### config.mk
export PLATFORM = sky130hd
export DESIGN_NAME = hyst_comparator
export DESIGN_NICKNAME = d
export VERILOG_FILES = /design/src/rtl/cruise_pkg.sv /design/src/rtl/band_classifier.sv /design/src/rtl/hyst_comparator.sv
export SDC_FILE = /design/constraint.sdc
export NUM_CORES = 1
export LEC_CHECK = 0
export CORE_MARGIN = 2
export CORE_UTILIZATION = 50
export CTS_CLUSTER_SIZE = 12
export DETAILED_ROUTE_END_ITERATION = 8
export DONT_BUFFER_PORTS = 1
export PLACE_DENSITY_LB_ADDON = 0.3
export SYNTH_ARGS = -nofsm -noshare
export SYNTH_HDL_FRONTEND = slang
export SYNTH_SLANG_ARGS = --single-unit
### constraint.sdc
create_clock -name clk -period 2.9 [get_ports clk]
set_input_delay 0.58 -clock clk [delete_from_list [all_inputs] [get_ports clk]]
set_output_delay 0.58 -clock clk [all_outputs]
set_load 0.02 [all_outputs]
### src/rtl/cruise_pkg.sv
// rtl/cruise_pkg.sv - shared state and raw-class encodings for the cruise-control comparator
package cruise_pkg;

   // Settled decision of the comparator; S_IDLE drives all outputs low
   typedef enum logic [1:0] {
      S_IDLE = 2'd0,
      S_EQ   = 2'd1,
      S_GT   = 2'd2,
      S_LT   = 2'd3
   } state_e;

   // Per-sample class; codes line up with the matching settled states
   typedef enum logic [1:0] {
      CLS_EQ = 2'd1,
      CLS_GT = 2'd2,
      CLS_LT = 2'd3
   } cls_e;

   // Settled state that a raw class maps onto
   function automatic state_e cls_to_state(input cls_e c);
      return state_e'(c);
   endfunction

endpackage

### src/rtl/band_classifier.sv
// rtl/band_classifier.sv - combinational |a-b| and raw GT/EQ/LT class against a tolerance band
// Optional: HYST_CMP_DIFF_EN exposes the magnitude difference on port diff.
module band_classifier
   import cruise_pkg::*;
#(
   parameter int WIDTH = 8,
   parameter int BAND  = 2
) (
   input  logic [WIDTH-1:0] a,
   input  logic [WIDTH-1:0] b,
   output cls_e             cls
`ifdef HYST_CMP_DIFF_EN
   ,
   output logic [WIDTH-1:0] diff
`endif
);

   localparam logic [WIDTH:0] BAND_C = (WIDTH+1)'(BAND);

   // One extra bit keeps the subtraction free of wrap-around at the range ends
   logic [WIDTH:0] w_diff;

   // Magnitude difference, then band test; diff == BAND counts as equal
   always_comb begin
      if (a > b) begin
         w_diff = {1'b0, a} - {1'b0, b};
      end else begin
         w_diff = {1'b0, b} - {1'b0, a};
      end
      if (w_diff <= BAND_C) begin
         cls = CLS_EQ;
      end else if (a > b) begin
         cls = CLS_GT;
      end else begin
         cls = CLS_LT;
      end
   end

`ifdef HYST_CMP_DIFF_EN
   // |a-b| never exceeds 2**WIDTH-1, so the top bit is always zero here
   assign diff = w_diff[WIDTH-1:0];
`endif

endmodule

### src/rtl/hyst_comparator.sv
// rtl/hyst_comparator.sv - registered magnitude comparator with hysteresis band and persistence filter
// Optional: HYST_CMP_DIFF_EN adds output diff, the registered |a-b| of the last accepted sample.
module hyst_comparator
   import cruise_pkg::*;
#(
   parameter int WIDTH = 8,
   parameter int BAND  = 2,
   parameter int HOLD  = 4
) (
   input  logic             clk,
   input  logic             reset,
   input  logic             enable,
   input  logic             valid,
   input  logic [WIDTH-1:0] a,
   input  logic [WIDTH-1:0] b,
   output logic             G,
   output logic             Eq,
   output logic             L,
   output logic             changed
`ifdef HYST_CMP_DIFF_EN
   ,
   output logic [WIDTH-1:0] diff
`endif
);

   localparam int            CW     = $clog2(HOLD + 1);
   localparam logic [CW-1:0] HOLD_C = CW'(HOLD);

   cls_e          w_cls;
   state_e        r_state, w_state_nx;
   cls_e          r_cand, w_cand_nx;
   logic [CW-1:0] r_count, w_count_nx;
   logic          w_changed_nx;
   logic          r_g, r_eq, r_l, r_changed;

`ifdef HYST_CMP_DIFF_EN
   logic [WIDTH-1:0] w_diff;
   logic [WIDTH-1:0] r_diff;
`endif

   band_classifier #(
      .WIDTH (WIDTH),
      .BAND  (BAND)
   ) u_band_classifier (
      .a    (a),
      .b    (b),
      .cls  (w_cls)
`ifdef HYST_CMP_DIFF_EN
      ,
      .diff (w_diff)
`endif
   );

   // Next decision: IDLE adopts the first sample, settled states need HOLD agreeing samples
   always_comb begin
      w_state_nx   = r_state;
      w_cand_nx    = r_cand;
      w_count_nx   = r_count;
      w_changed_nx = 1'b0;
      if (!enable) begin
         w_state_nx   = S_IDLE;
         w_count_nx   = '0;
         w_changed_nx = (r_state != S_IDLE);
      end else if (valid) begin
         if (r_state == S_IDLE) begin
            w_state_nx   = cls_to_state(w_cls);
            w_count_nx   = '0;
            w_changed_nx = 1'b1;
         end else begin
            if (cls_to_state(w_cls) == r_state) begin
               w_count_nx = '0;
            end else if (w_cls == r_cand) begin
               w_count_nx = r_count + CW'(1);
            end else begin
               w_cand_nx  = w_cls;
               w_count_nx = CW'(1);
            end
            if (w_count_nx == HOLD_C) begin
               w_state_nx   = cls_to_state(w_cand_nx);
               w_count_nx   = '0;
               w_changed_nx = 1'b1;
            end
         end
      end
   end

   // State, filter and output registers; outputs decode the next state so they align with it
   always_ff @(posedge clk or posedge reset) begin
      if (reset) begin
         r_state   <= S_IDLE;
         r_cand    <= CLS_EQ;
         r_count   <= '0;
         r_g       <= 1'b0;
         r_eq      <= 1'b0;
         r_l       <= 1'b0;
         r_changed <= 1'b0;
      end else begin
         r_state   <= w_state_nx;
         r_cand    <= w_cand_nx;
         r_count   <= w_count_nx;
         r_g       <= (w_state_nx == S_GT);
         r_eq      <= (w_state_nx == S_EQ);
         r_l       <= (w_state_nx == S_LT);
         r_changed <= w_changed_nx;
      end
   end

   assign G       = r_g;
   assign Eq      = r_eq;
   assign L       = r_l;
   assign changed = r_changed;

`ifdef HYST_CMP_DIFF_EN
   // Raw difference of every accepted sample, independent of the persistence filter
   always_ff @(posedge clk or posedge reset) begin
      if (reset) begin
         r_diff <= '0;
      end else if (enable && valid) begin
         r_diff <= w_diff;
      end
   end

   assign diff = r_diff;
`endif

endmodule

## Yosys cells after proc, flatten, opt, wreduce, memory -nomap -nowiden

Cells that the tools add are included.

| storage, ports and cells | value |
|---|---|
| input port bits | 20 |
| flip-flop bits (word level) | 11 |

| operators by class | value |
|---|---|
| equal/unequal tests | 7 |
| order comparisons | 2 |
| bitwise operators | 1 |
| $add $sub $neg | 3 |
| reductions and logical operators | 3 |
| multiplexer cells | 22 |

Operator list:

| kind | number |
|---|---|
| two-way mux 3 bit | 9 |
| subtractor 8 x 8 -> 9 bit | 2 |
| two-way mux 2 bit | 7 |
| <= comparator 9 x 2 -> 1 bit (second input constant) | 1 |
| two-way mux 9 bit | 1 |
| greater-than comparator 8 bit | 1 |
| two-way mux 1 bit | 5 |
| equality test 2 bit | 2 |
| equality test 2 bit (second input constant) | 2 |
| adder 3 x 1 -> 3 bit (second input constant) | 1 |
| equality test 3 bit (second input constant) | 1 |
| AND reduction 3 bit | 1 |
| equality test 2 x 1 -> 1 bit (second input constant) | 1 |
| logical NOT 2 bit | 1 |
| inequality test 2 x 1 -> 1 bit (second input constant) | 1 |
| nonzero test 2 bit | 1 |
| inverter 1 bit | 1 |

## Logic depth before layout (Yosys ltp)

Gate-level depths: netlist (run 1).

| depth | value |
|---|---|
| word-level depth | 16 |
| mapped depth | 13 |
| gate-level depth less buffers | 13 |

## Cells and area by module

A second synthesis (run 1) with hierarchy kept.

| second synthesis, totals | value |
|---|---|
| cells, all modules | 207 |
| area, all modules | 1674.1 um^2 |

Modules (own cells, without submodules):

| module | area an instance (um^2) | instances | cells an instance |
|---|---|---|---|
| band_classifier | 880.8 | 1 | 122 |
| hyst_comparator | 793.3 | 1 | 85 |

## Worst setup path after synthesis (run 1)

Ideal clock, no wire load.

| timing path | value |
|---|---|
| path kind | input port to flip-flop |
| start | input a[0] |
| end | register r_count[1] |
| path slack | -419 ps |
| data arrival time | 3197 ps |
| setup time | 122 ps |
| cell stages on the path | 12 |
| buffers on the path | 0 |
| path through | inv_1 -> ha_1 -> inv_1 -> fa_1 -> and3_1 -> or3_1 -> a22o_1 -> nor4_4 -> a21oi_1 -> or2_1 -> o211a_1 -> a32o_1 |

| between the ends | value |
|---|---|
| longest elaborated chain between the ends | 15 |
| elaborated cells between the ends (all ways) | 19 |
| classes of those cells | 2 x add/sub; 2 x order compare; 3 x eq/ne; 12 x mux |

Ends and longest elaborated chain:

| element | line | RTL |
|---|---|---|
| start, declared | hyst_comparator.sv:14 | `input logic [WIDTH-1:0] a,` |
| subtractor 8 x 8 -> 9 bit (tied with other cells) | band_classifier.sv:28 | `w_diff = {1'b0, b} - {1'b0, a};` |
| two-way mux 9 bit | band_classifier.sv:25 | `if (a > b) begin` |
| <= comparator 9 x 2 -> 1 bit | band_classifier.sv:30 | `if (w_diff <= BAND_C) begin` |
| two-way mux 2 bit (*) | band_classifier.sv:30 |  |
| equality test 2 bit | hyst_comparator.sv:72 | `end else if (w_cls == r_cand) begin` |
| two-way mux 3 bit | hyst_comparator.sv:72 |  |
| two-way mux 3 bit (*) | hyst_comparator.sv:70 | `if (cls_to_state(w_cls) == r_state) begin` |
| two-way mux 3 bit (*) | hyst_comparator.sv:65 | `if (r_state == S_IDLE) begin` |
| two-way mux 3 bit (*) | hyst_comparator.sv:64 | `end else if (valid) begin` |
| two-way mux 3 bit (*) | hyst_comparator.sv:60 | `if (!enable) begin` |
| equality test 3 bit | hyst_comparator.sv:78 | `if (w_count_nx == HOLD_C) begin` |
| two-way mux 3 bit (*) | hyst_comparator.sv:78 |  |
| two-way mux 3 bit (*) | hyst_comparator.sv:65 |  |
| two-way mux 3 bit (*) | hyst_comparator.sv:64 |  |
| two-way mux 3 bit (*) | hyst_comparator.sv:60 |  |
| end signal, assigned | hyst_comparator.sv:100 | `r_count <= w_count_nx;` |
| end, declared | hyst_comparator.sv:32 | `logic [CW-1:0] r_count, w_count_nx;` |

Every way passes the cells marked *; elsewhere a longest branch is shown, timed or not. The select of a mux whose other input is x is not followed.
A chain may end at the register's enable or synchronous reset.

## Worst setup path after layout (run 1)

| timing path | value |
|---|---|
| start | input a[0] |
| end | register r_g, in the netlist G |

| between the ends | value |
|---|---|
| longest elaborated chain between the ends | 16 |
| elaborated cells between the ends (all ways) | 22 |
| classes of those cells | 2 x add/sub; 2 x order compare; 4 x eq/ne; 14 x mux |

Ends and longest elaborated chain:

| element | line | RTL |
|---|---|---|
| subtractor 8 x 8 -> 9 bit (tied with other cells) | band_classifier.sv:28 |  |
| two-way mux 9 bit | band_classifier.sv:25 |  |
| <= comparator 9 x 2 -> 1 bit | band_classifier.sv:30 |  |
| two-way mux 2 bit (*) | band_classifier.sv:30 |  |
| equality test 2 bit | hyst_comparator.sv:72 |  |
| two-way mux 3 bit | hyst_comparator.sv:72 |  |
| two-way mux 3 bit | hyst_comparator.sv:70 |  |
| two-way mux 3 bit | hyst_comparator.sv:65 |  |
| two-way mux 3 bit | hyst_comparator.sv:64 |  |
| two-way mux 3 bit | hyst_comparator.sv:60 |  |
| equality test 3 bit | hyst_comparator.sv:78 |  |
| two-way mux 2 bit | hyst_comparator.sv:78 |  |
| two-way mux 2 bit (*) | hyst_comparator.sv:65 |  |
| two-way mux 2 bit (*) | hyst_comparator.sv:64 |  |
| two-way mux 2 bit (*) | hyst_comparator.sv:60 |  |
| equality test 2 bit (*) | hyst_comparator.sv:101 | `r_g <= (w_state_nx == S_GT);` |
| end signal, assigned | hyst_comparator.sv:101 |  |
| end, declared | hyst_comparator.sv:34 | `logic r_g, r_eq, r_l, r_changed;` |

Marks and branches as above.

==> results by stage, run 1 <==
Status:
- The run finished, with violations left.
- The checks that failed: setup timing.

Logic synthesis:
- In the synthesized netlist the dominant register cell turns out to be dfrtp_1.
- The share of the yosys chip area belonging to registers is 17.7%.
- The synthesized netlist cell count is 195.
- The cell area after technology mapping is 1570 µm².
- The number of enable flip-flop cells after synthesis is 0.
- Counting distinct cell types in the post-synthesis netlist gives 55.
- The number of synthesized register bits is 11.
- A synthesized cell averages 8.03 µm².
- Counting every net in the synthesized netlist gives 234.
- The share of Yosys cell area claimed by the top area cell type is 16.0%.
- Counting flops with an async set or reset pin after synthesis yields a share of 100%.
- By area the synthesized netlist is led by dfrtp_1 16%, ha_1 14%, inv_1 6.9%.
- Yosys printed 0 warnings.
- The cell taking the most area after synthesis is dfrtp_1.

Route:
- The DRC violation total after the first TritonRoute iteration is 76.
- The count of unresolved DRC violations after routing is 0.
- The total wire length is 4.11 mm.
- The via-per-instance ratio is 5.76.
- Before antenna repair, the detailed router went through 4 iterations.
- The wire length per cell after detailed routing is 15.1 µm.
- The number of vias after detailed routing is 1568.
- Once detail routing completed, the nets flagged for antenna violations numbered 0.

Placed design:
- Before CTS, the worst setup slack after placement is -0.497 ns.
- In this run the tool buffered the top-level ports with 0 buffer cells.
- Summing all placed instances gives a cell area of 1890 µm².
- At the end of routability-driven placement, the weighted congestion stood at 0.843.
- The half-perimeter wire length after detailed placement is 3.26 mm.

Timing:
- For the finished layout, the period the worst path requires is 3.03 ns.
- The maximum clock skew at final layout is 0.00406 ns.
- In the final timing run, aggregate negative setup slack is -0.549 ns.
- The fmax is 0.330 GHz.
- For the pin with the worst max-slew slack, the measured transition is 0.426 ns.
- Setup violations remaining at the end of the flow were counted as 10.
- Of the available clock period, the critical path in the final layout requires 105%.
- The count of pins over their slew limit is 0.
- The worst setup margin is -0.134 ns.
- The number of hold violations in the final report is 0.
- The max-slew headroom at the worst pin is 71.6%.
- Setup repair after global routing could not meet its margin everywhere.

Finish:
- At the end of the flow the core is filled with cells to 66.5%.
- The net count of the finished layout is 268.
- 0 antenna diodes ended up in the layout.
- The share of final-layout standard cells stronger than drive strength 1 is 30.7%.
- The area occupied by registers is 277 µm².
- The multi-input combinational cells in the finished layout cover a total of 1260 µm².
- After routing the design area is 2010 µm².
- The fill cell total of the finished layout is 256.
- Relative to the synthesized area, the layout overhead comes to 28.6%.

Floorplan:
- The site row count is 20.
- From bottom edge to top edge, the die measures 60.0 µm.
- The floorplan step defined a core boundary enclosing 3030 µm².
- The die is 60.0 µm wide.
- The initial core utilization is 51.7%.
- The die covers 3600 µm².
- The total I/O pin count is 24.

Worst setup path:
- The classification of the worst setup path is input pin to flop.
- The delay of the slowest cell on the worst path is 0.42 ns.
- The worst reg-to-reg path cell count is 8.
- The total number of cells along the worst setup path is 12.
- The cell repeated most along the worst path is a211o_1.
- The maximum fanout along the worst path is 4.
- The arrival time of the worst setup path is 3.19 ns.
- STA puts the critical path data required time at 3.06 ns.
- The worst path buffer plus inverter count is 2.
- Broken down by cell family, the worst path's largest delay share belongs to compound AO/OA/AOI/OAI gates.
- The critical path goes through clkinv_16, ha_4, inv_2, fa_2, a211o_1, a211o_1, nor4_4, nand2_1, mux2_4, a311oi_2, nor2_2, and3_1.
- The cell type of the slowest stage on the worst timing path is fa_2.
- STA classifies the critical path startpoint as an input pin.
- The worst setup path is captured at a flop.

Global routing:
- Entering global routing, the biggest net connects 12 pins.
- The first global-routing pass estimated 6.62 mm of wire.
- After global routing the overflow that remains totals 0.
- The via count of the first global-routing pass came to 1544.
- For this run, the total global-route usage over all layers was measured as 24.2%.
- The initial antenna violation count was 0.

Clock network:
- The clock net in this run drives a total of 11 sinks.
- The post-CTS clock slew at the launch and capture registers of the worst setup and hold paths is 0.07 ns.
- The worst-skew pair later-pin latency is 0.27 ns.
- The clock root buffer is clkbuf_4.
- TritonCTS built the clock tree.
- The longest clock path from root to sink contains 2 buffers.
- The total clock buffers created by CTS is 3.
- The number of levels the H-tree was split into is 1.

Hold path:
- The path category of the worst min-delay check is input pin to asynchronous set/reset pin.

Pwr:
- The overall power of the completed layout is 0.744 mW.
- The power density over the cells is 369 nW/µm².
- The leakage power is 0.964 nW.
- The largest vdd supply drop is 0.491 mV.

Flow run:
- The tool flagged a number of max-cap violations equal to 0.
==> layer usage <==
metal	track usage [%]	vias up	wire (µm)
met1	28.9	737	1710
met4	12.1	0	125
met2	43.2	46	2130
met5	0	-	0
li1	-	775	-
met3	1.73	10	141
==> logic make-up (layout without fill, tap and decap cells) <==
family	after synthesis	after routing	synth area share, %
mux	4	4	2.95
compound gates	62	62	28.7
simple gates	63	63	24.6
fa+ha+maj	19	19	16.1
flops	11	11	17.7
buf+inv	34	67	8.86
xor+xnor	2	2	1.12
==> Yosys cell counts (3+ instances only) <==
library cell  instances
a21o_1                3
a21oi_1              17
and3_1                4
and3b_1               3
buf_2                 3
dfrtp_1              10
ha_1                 17
inv_1                29
nand2_1              13
nand3_1               3
nand3b_1              3
nand4_1               6
nor2_1               12
nor2b_1               5
nor3_1                3
o21a_1                3
o21ai_0               8
o21ai_1               5
o22ai_1               3
or3_1                 3
==> power by group <==
part / total [mW] / leakage, nW / switching [mW] / internal [mW]
sequential: 0.214 / 0.143 / 0.0329 / 0.181
combinational: 0.426 / 0.806 / 0.224 / 0.202
clock: 0.104 / 0.0150 / 0.0509 / 0.0533
total: 0.744 / 0.964 / 0.308 / 0.436
==> timing repair <==
| action | in CTS | in global routing |
|---|---|---|
| gates resized for setup | 7 | 11 |
| buffers inserted | 2 | 1 |
| hold buffers | 0 | 0 |
| pin swaps | 17 | 6 |
| setup endpoints to repair | 11 | 11 |
==> state kept, by name (all words and copies together), names as in the netlist <==
name	flops
r_count	3
r_cand	2
r_state	2
Eq	1
G	1
L	1
changed	1
==> final timing paths <==
path | slack (ns) | startpoint | end
setup / recovery | -0.13 | a[0] | G
hold / removal | 0.19 | reset | r_count[2]
setup reg to reg | 0.51 | r_count[0] | G
hold reg to reg | 0.50 | r_count[1] | r_count[1]
max in group asynchronous | 2.39 | reset | r_cand[0]
min in group clk | 0.44 | enable | changed
==> layout make-up <==
class                      instances  share of cell area, %
clock buffer                       4                   1.30
inverter                          29                   6.83
multi-input combinational        150                   62.4
sequential                        11                   13.7
tap                               44                   2.73
timing repair buffer              34                   13.0
==> worst reg2reg max path: cells and delay by family (launching register included) <==
family | cells | cell delay, ns
compound gates | 2 | 0.66
simple gates | 4 | 0.59
flops | 1 | 0.42
fa+ha+maj | 1 | 0.32
mux | 1 | 0.29
==> cell usage in the layout (no fill, tap or decap), drive strengths merged, types with 2 or more instances in the layout <==
master and count:
nor2b 5, and3b 3, ha 17, a2111o 2, a22o 2, fa 2
nand2b 2, nand2 13, o21ai 13, clkbuf 4, nand3 3, buf 34
o22ai 3, o21a 3, a31oi 2, nor2 12, and3 4, a211o 2
or3 3, nor3 3, mux2i 2, inv 28, nand3b 3, a211oi 2
nand4 7, dfrtp 10, a2111oi 2, a21o 3, a21oi 17, mux2 2
==> stage by stage <==
step                hold WS (ns)  instances
CTS                        0.197        271
detailed placement         0.488        265
finish                     0.186        272
global placement           0.474        265
floorplan                  0.432        195
global route               0.223        272
No activity file was read; power rests on OpenSTA's default activity.
==> inputs of run 2 (changes only) <==
CORE_ASPECT_RATIO = 1.5   (was not set)
TNS_END_PERCENT = 10   (was not set)
==> run 2 against run 1 <==
The flow still finishes with violations (setup timing). Largest cell class unchanged. Die area up 0.24%. Total power increased by 4.8%. Largest power group unchanged. Maximum frequency is 1.3% lower.
==> results by stage, run 2 (synthesized netlist as in run 1, its figures left out) <==
Pwr:
- The power density over the cells is 384 nW/µm².
- Across the VDD grid, the largest voltage drop is 0.374 mV.
- The internal cell power is 0.471 mW.
- The switching power total is 0.308 mW.
- Sequential cells burn 27.3% of the power.
- The leakage power is 0.981 nW.
- The relative contribution of the clock network to total power is 19.4%.
- Combinational logic is responsible for 53.3% of the overall power.
- Of the total power, the share spent switching nets is 39.6%.

Finish:
- The net count of the finished layout is 270.
- The area growth from synthesis to layout is 29.5%.
- The utilization of the core after routing is 68.9%.
- The share of final-layout standard cells stronger than drive strength 1 is 31.7%.
- The library cells used most frequently in the layout, excluding fill and tap cells, are 36 x buf_4, 24 x inv_1, 16 x a21oi_1, 15 x ha_1, 12 x nand2_1.
- The register with the most flip-flops in the layout has 3 of them.
- In the final layout, the registers with the most flip-flops are r_count (3), r_cand (2), r_state (2).
- Counting flops per register, the top entry is r_count.
- 0 antenna diodes ended up in the layout.
- The most frequent standard cell in the layout excluding fill and tap cells is buf_4.

Route:
- Detailed routing inserted a total of 1596 vias.
- After detailed routing, the number of remaining DRC violations is 0.
- The routed design has 4.21 mm of wire.
- The first TritonRoute pass finished after 7 iterations.
- After detailed routing, the average wire length per cell comes to 15.7 µm.
- Using the TritonRoute via totals, the vias-per-cell ratio works out to 5.93.
- The first routing iteration left 88 violations.
- The count of nets left with antenna violations after detail routing is 0.

Worst setup path:
- STA classifies the critical path startpoint as an input pin.
- The worst endpoint required time is 3.07 ns.
- The signal on the critical path passes through inv_12, ha_4, inv_2, fa_2, and3_4, or3_1, a22o_1, nor4_4, buf_4, nand2_2, mux2_4, a311oi_2, nor2_2, and3b_1.
- The cell type of the slowest stage on the worst timing path is fa_2.
- The worst path buffer plus inverter count is 3.
- For this run, the slowest stage of the critical path takes 0.35 ns.
- The cell family contributing the most delay on the critical path is simple AND/OR/NAND/NOR gates.
- In this run the worst path has a maximum fanout of 5.
- The setup path with the least slack is of type input pin to flop.
- The arrival time of the worst setup path is 3.24 ns.
- The kind of capture point of the worst setup path is a flop.

Floorplan:
- The placeable core region is 2940 µm².
- The area enclosed by the die boundary is 3610 µm².
- The site row count is 24.
- The die is 49.7 µm wide.
- The height of the die is 72.6 µm.
- For this configuration, the core starts out at a cell density of 53.2%.
- The total I/O pin count is 24.

Placed design:
- The total of buffers placed on input and output ports is 0.
- Before CTS, the worst setup slack after placement is -0.509 ns.
- The weighted congestion at the end of routability-driven global placement is 0.940.
- The half-perimeter wire length after detailed placement is 3.41 mm.

Timing:
- Hold is met by 0.230 ns.
- The maximum clock skew at final layout is 0.00210 ns.
- The measured slew at the worst slew-check pin is 0.434 ns.
- Setup repair after global routing could not meet its margin everywhere.
- The shortest clock period the worst path allows after layout is 3.07 ns.
- The worst setup margin is -0.174 ns.
- The count of pins over their slew limit came to 0.
- The max-slew headroom at the worst pin is 71.1%.
- The worst path uses 106% of the clock period.
- The number of hold violations in the final report was 0.
- The fmax is 0.325 GHz.
- The setup-violating endpoint count in the final report is 9.

Clock network:
- The number of levels the H-tree was split into is 1.
- The TritonCTS sink count is 11.
- TritonCTS built the clock tree.
- The deepest clock path buffer count is 2.
- The total clock buffers created by CTS is 3.
- For the worst-skew pair, the clock arrives at the later sink with an insertion delay of 0.24 ns.
- The root buffer cell chosen for the clock tree is clkbuf_8.
- The number of hold buffers added after CTS was 0.
- After clock tree synthesis, the clock-pin slew on the worst setup and hold paths is 0.05 ns.

Status:
- The flow ran to the end, but the final reports show violations.
- The checks that failed: setup timing.

Global routing:
- Global routing finished with a remaining overflow of 0.
- The initial antenna violation count is 0.
- Entering global routing, the biggest net connects 12 pins.
- The via count of the first global-routing pass is 1717.
- Across every metal layer, demand over resource in global routing totals 24.8%.
- The first global-routing pass estimated 7.08 mm of wire.

Hold path:
- The tightest min-delay check is of the input pin to asynchronous set/reset pin type.

Flow run:
- The number of max-capacitance violations reported is 0.
-- run 2: cell types whose count changed in the layout (fill, tap and decap cells not counted), moves of 2 or more --
cell      previous run  this run
a21oi_1             14        16
a21oi_2              3         1
buf_4               32        36
buf_6                2         0
clkbuf_4             3         0
clkbuf_8             0         3
inv_2                2         4
o21ai_1              5         3
o21ai_2              0         2
-- run 2: worst paths after layout --
check                           start          to  slack (ns)  depth (start not counted)
max in group asynchronous       reset   r_cand[0]        2.34                          1
max reg2reg                r_count[0]           L        0.47                          8
min in group clk               enable     changed        0.48                          1
min                             reset  r_count[0]        0.23                          1
min reg2reg                r_count[2]  r_count[2]        0.51                          2
max                              a[0]           L       -0.17                         14
-- run 2: worst register-to-register path, stage by stage (launching register included) --
cell	delay [ns]
dfrtp_1	0.40
ha_1	0.32
nand2b_1	0.16
o21ba_2	0.34
nand4_1	0.18
mux2_4	0.32
a311oi_2	0.31
nor2_2	0.10
and3b_1	0.24
-- run 2: power groups by stage --
| stage | Sequential (mW) | Combinational [mW] | Clock [mW] |
|---|---|---|---|
| detailed placement | 0.215 | 0.387 | 0 |
| finish | 0.213 | 0.415 | 0.151 |
| global placement | 0.213 | 0.369 | 0 |
| global route | 0.217 | 0.453 | 0.158 |
| floorplan | 0.207 | 0.257 | 0 |
| CTS | 0.213 | 0.401 | 0.154 |
-- run 2: per-layer routing --
layer / vias to the layer above / part of all wire [%] / GRT usage, %
li1: 775 / - / -
met1: 738 / 35 / 24.3
met2: 59 / 58 / 49.3
met3: 24 / 2.8 / 1.85
met4: 0 / 4.3 / 14.5
met5: - / 0 / 0
-- run 2: per-stage QoR --
| stage | cell area (µm²) | std cells | setup TNS (ns) | power (mW) |
|---|---|---|---|---|
| floorplan | 1630 | 195 | -2.06 | 0.464 |
| global placement | 1910 | 263 | -3.78 | 0.582 |
| detailed placement | 1910 | 263 | -4.45 | 0.602 |
| CTS | 2000 | 268 | -0.576 | 0.768 |
| global route | 2030 | 269 | -1.79 | 0.828 |
| finish | 2030 | 269 | -0.678 | 0.780 |
-- run 2: area by class of cell --
| type | count | area [µm²] |
|---|---|---|
| Timing Repair Buffer | 36 | 270 |
| Fill cell | 243 | 915 |
| Tap cell | 39 | 48.8 |
| Sequential cell | 11 | 277 |
| Clock buffer | 4 | 45.0 |
| Multi-Input combinational cell | 150 | 1270 |
| Inverter | 29 | 121 |
-- run 2: repair_timing --
item | 4_1_cts | 5_1_grt
gates resized for setup | 11 | 4
pin swaps | 16 | 1
setup buffers | 1 | 1
setup endpoints to repair | 11 | 11
==> inputs of run 3 (changes only) <==
CORE_MARGIN = not set   (was 2)
HOLD_SLACK_MARGIN = 0.08   (was not set)
==> run 3 against run 2 <==
The run still ends with setup timing left. Clock skew up 0.0018 ns. Flip-flop and latch count is the same. Maximum frequency shrank 1.0%. Total power grew 3.0%. Critical path depth grew 1. Cell count is 2.2% higher. Sequential share of layout area fell by 0.38 points. Die area is 6.7% lower. First-iteration DRC count down 43%. Worst setup slack got worse by 0.031 ns. Global-route usage up 5.3 points. Hold slack got worse by 0.0066 ns. Critical path type unchanged.
==> results by stage, run 3 (synthesized netlist as in run 1, its figures left out) <==
Floorplan:
- In this run the count of I/O pins placed on the die edge is 24.
- The area enclosed by the die boundary is 3370 µm².
- From left edge to right edge, the die measures 47.7 µm.
- The height of the die is 70.6 µm.
- The placeable core region is 2940 µm².
- The site row count is 24.
- The initial core utilization is 53.2%.

Timing:
- Derived from the worst setup path, the maximum achievable clock frequency is 0.322 GHz.
- The ratio of final minimum period to clock period is 107%.
- The worst hold slack is 0.224 ns.
- The setup-violating endpoint count in the final report is 11.
- Setup total negative slack on the finished layout was measured at -1.68 ns.
- In this run the tightest slew margin relative to its limit is 71.8%.
- For the final database, setup skew stands at 0.00386 ns.
- Setup repair after global routing could not meet its margin everywhere.
- At the pin with the least slew margin, the transition time is 0.423 ns.
- The worst path in the final design needs a cycle of 3.11 ns, including I/O delays and setup.
- The number of hold violations in the final report is 0.
- The count of pins over their slew limit is 0.
- The worst setup margin is -0.206 ns.

Global routing:
- The remaining global-route overflow is 0.
- The met2 track demand over resource in global routing is 59.0%.
- The most used routing layer in global routing is met2.
- The largest net degree at the start of global routing is 12.
- The initial antenna violation count was 0.
- The first global-routing pass estimated 7.47 mm of wire.
- The via count of the first global-routing pass is 1825.
- The aggregate global-route resource usage is 30.1%.
- The met3 track demand over resource is 3.57%.
- The global routing usage on met1 is 26.2%.

Route:
- Using the TritonRoute via totals, the vias-per-cell ratio works out to 6.03.
- The pre-antenna-repair detailed-routing pass consisted of 4 iterations.
- The number of vias after detailed routing is 1657.
- The routed design has 4.68 mm of wire.
- For this run, design rule violations remaining after detail routing come to 0.
- The detail route stage leaves a number of antenna-violating nets equal to 0.
- The wire length per cell after detailed routing is 17.0 µm.
- The DRC violation total after the first TritonRoute iteration is 50.

Clock network:
- The clock root buffer is clkbuf_8.
- The later pin in the worst-skew pair is clocked with a latency of 0.24 ns.
- The number of levels the H-tree was split into is 1.
- Clock-pin slew was measured on the worst setup and hold paths at 0.05 ns.
- TritonCTS built the clock tree.
- The TritonCTS sink count is 11.
- The total clock buffers created by CTS is 3.
- The deepest clock path buffer count is 2.

Finish:
- The design area is 2090 µm².
- The number of diodes added for antenna fixing is 0.
- The register with the most flip-flops in the layout has 3 of them.
- Compared with the post-synthesis result, the final layout area differs by 33.2%.
- Cells with a size suffix above 1 make up 32.6% of the layout.
- In the layout the commonest cells are 40 x buf_4, 27 x inv_1, 16 x a21oi_1, 15 x ha_1, 12 x nand2_1.
- r_count holds more flip-flops than any other register.
- Fill cells in the final layout number 239.
- The count of nets after finishing is 276.
- Leaving out fill and tap cells, the most frequent cell in the layout is buf_4.
- The largest registers in the layout are r_count (3), r_cand (2), r_state (2).

Worst setup path:
- At the worst endpoint, the arrival time is 3.23 ns.
- The worst endpoint required time is 3.02 ns.
- The end point of the critical path is L.
- The setup check on the worst reg-to-reg path leaves a slack of 0.43 ns.
- The startpoint identified for the worst register-to-register timing path is r_count[0].
- In this run the critical register-to-register path is captured at G.
- The maximum fanout along the worst path is 4.
- The worst setup path is launched from an input pin.
- The worst setup path is of the input pin to flop kind.
- The worst reg-to-reg path cell count is 8.
- The kind of capture point of the worst setup path is a flop.
- The start point of the critical path is a[0].

Placed design:
- Summed over all nets, the half-perimeter wirelength after detailed placement is 3.64 mm.
- The weighted congestion at the end of routability-driven global placement is 0.898.
- The worst slack after detailed placement is -0.567 ns.
- The placed instances occupy a cell area of 1930 µm².
- Input and output buffers added on the ports amount to 0.

Hold path:
- The tightest min-delay check is of the input pin to asynchronous set/reset pin type.

Pwr:
- The design draws 0.803 mW.
- Dividing total power by cell area gives a power density of 385 nW/µm².
- Across the VDD grid, the largest voltage drop is 0.625 mV.
- Summed over all cells, the static leakage comes to 1.01 nW.

Status:
- The checks that failed: setup timing.
- The run finished, with violations left.

Flow run:
- Max-cap violations in this run came to 0.
-- run 3: routing by layer --
| metal | part of all wire (%) | routed length, µm | up-vias |
|---|---|---|---|
| met1 | 33 | 1540 | 802 |
| li1 | - | - | 789 |
| met2 | 60 | 2820 | 46 |
| met4 | 4.2 | 197 | 0 |
| met5 | 0 | 0 | - |
| met3 | 2.7 | 126 | 20 |
-- run 3: how the worst min path moves through the flow --
| stage | from | endpoint | slack (ns) |
|---|---|---|---|
| 2_1_floorplan | reset | Eq | 0.43 |
| 3_3_place_gp | reset | G | 0.47 |
| 3_5_place_dp | reset | Eq | 0.48 |
| 4_1_cts | reset | L | 0.23 |
| 5_1_grt | reset | G | 0.27 |
| 6_report | reset | L | 0.22 |
-- run 3: what timing repair did --
| action | 4_1_cts | 5_1_grt |
|---|---|---|
| gates resized for setup | 9 | 5 |
| setup endpoints to repair | 11 | 11 |
| pin swaps | 22 | 4 |
| setup buffers | 6 | 0 |
| hold buffers | 0 | 0 |
-- run 3: critical path: stages --
cell	delay, ns
inv_12	0.03
ha_4	0.12
inv_2	0.04
fa_2	0.33
buf_4	0.14
xor2_1	0.14
a211o_1	0.29
a211o_1	0.28
nor4_4	0.24
buf_4	0.18
a21oi_4	0.05
buf_4	0.16
mux2i_2	0.16
nand4_1	0.23
and3b_1	0.25
-- run 3: through the flow --
step                utilization, %  cells
global placement              65.7    265
global route                  70.9    275
finish                        70.9    275
CTS                           70.2    275
floorplan                        -    195
detailed placement            65.7    265
-- run 3: report_power, final --
part / internal, mW / total [mW] / switching, mW
Combinational: 0.205 / 0.435 / 0.230
Clock: 0.0964 / 0.152 / 0.0560
Sequential: 0.181 / 0.215 / 0.0340
-- run 3: cell type report --
type	count	area, µm²	share of cell area, %
Timing Repair Buffer	42	332	15.9
Clock buffer	4	45.0	2.16
Multi-Input combinational cell	150	1260	60.6
Sequential cell	11	277	13.2
Tap cell	39	48.8	2.34
Inverter	29	121	5.82
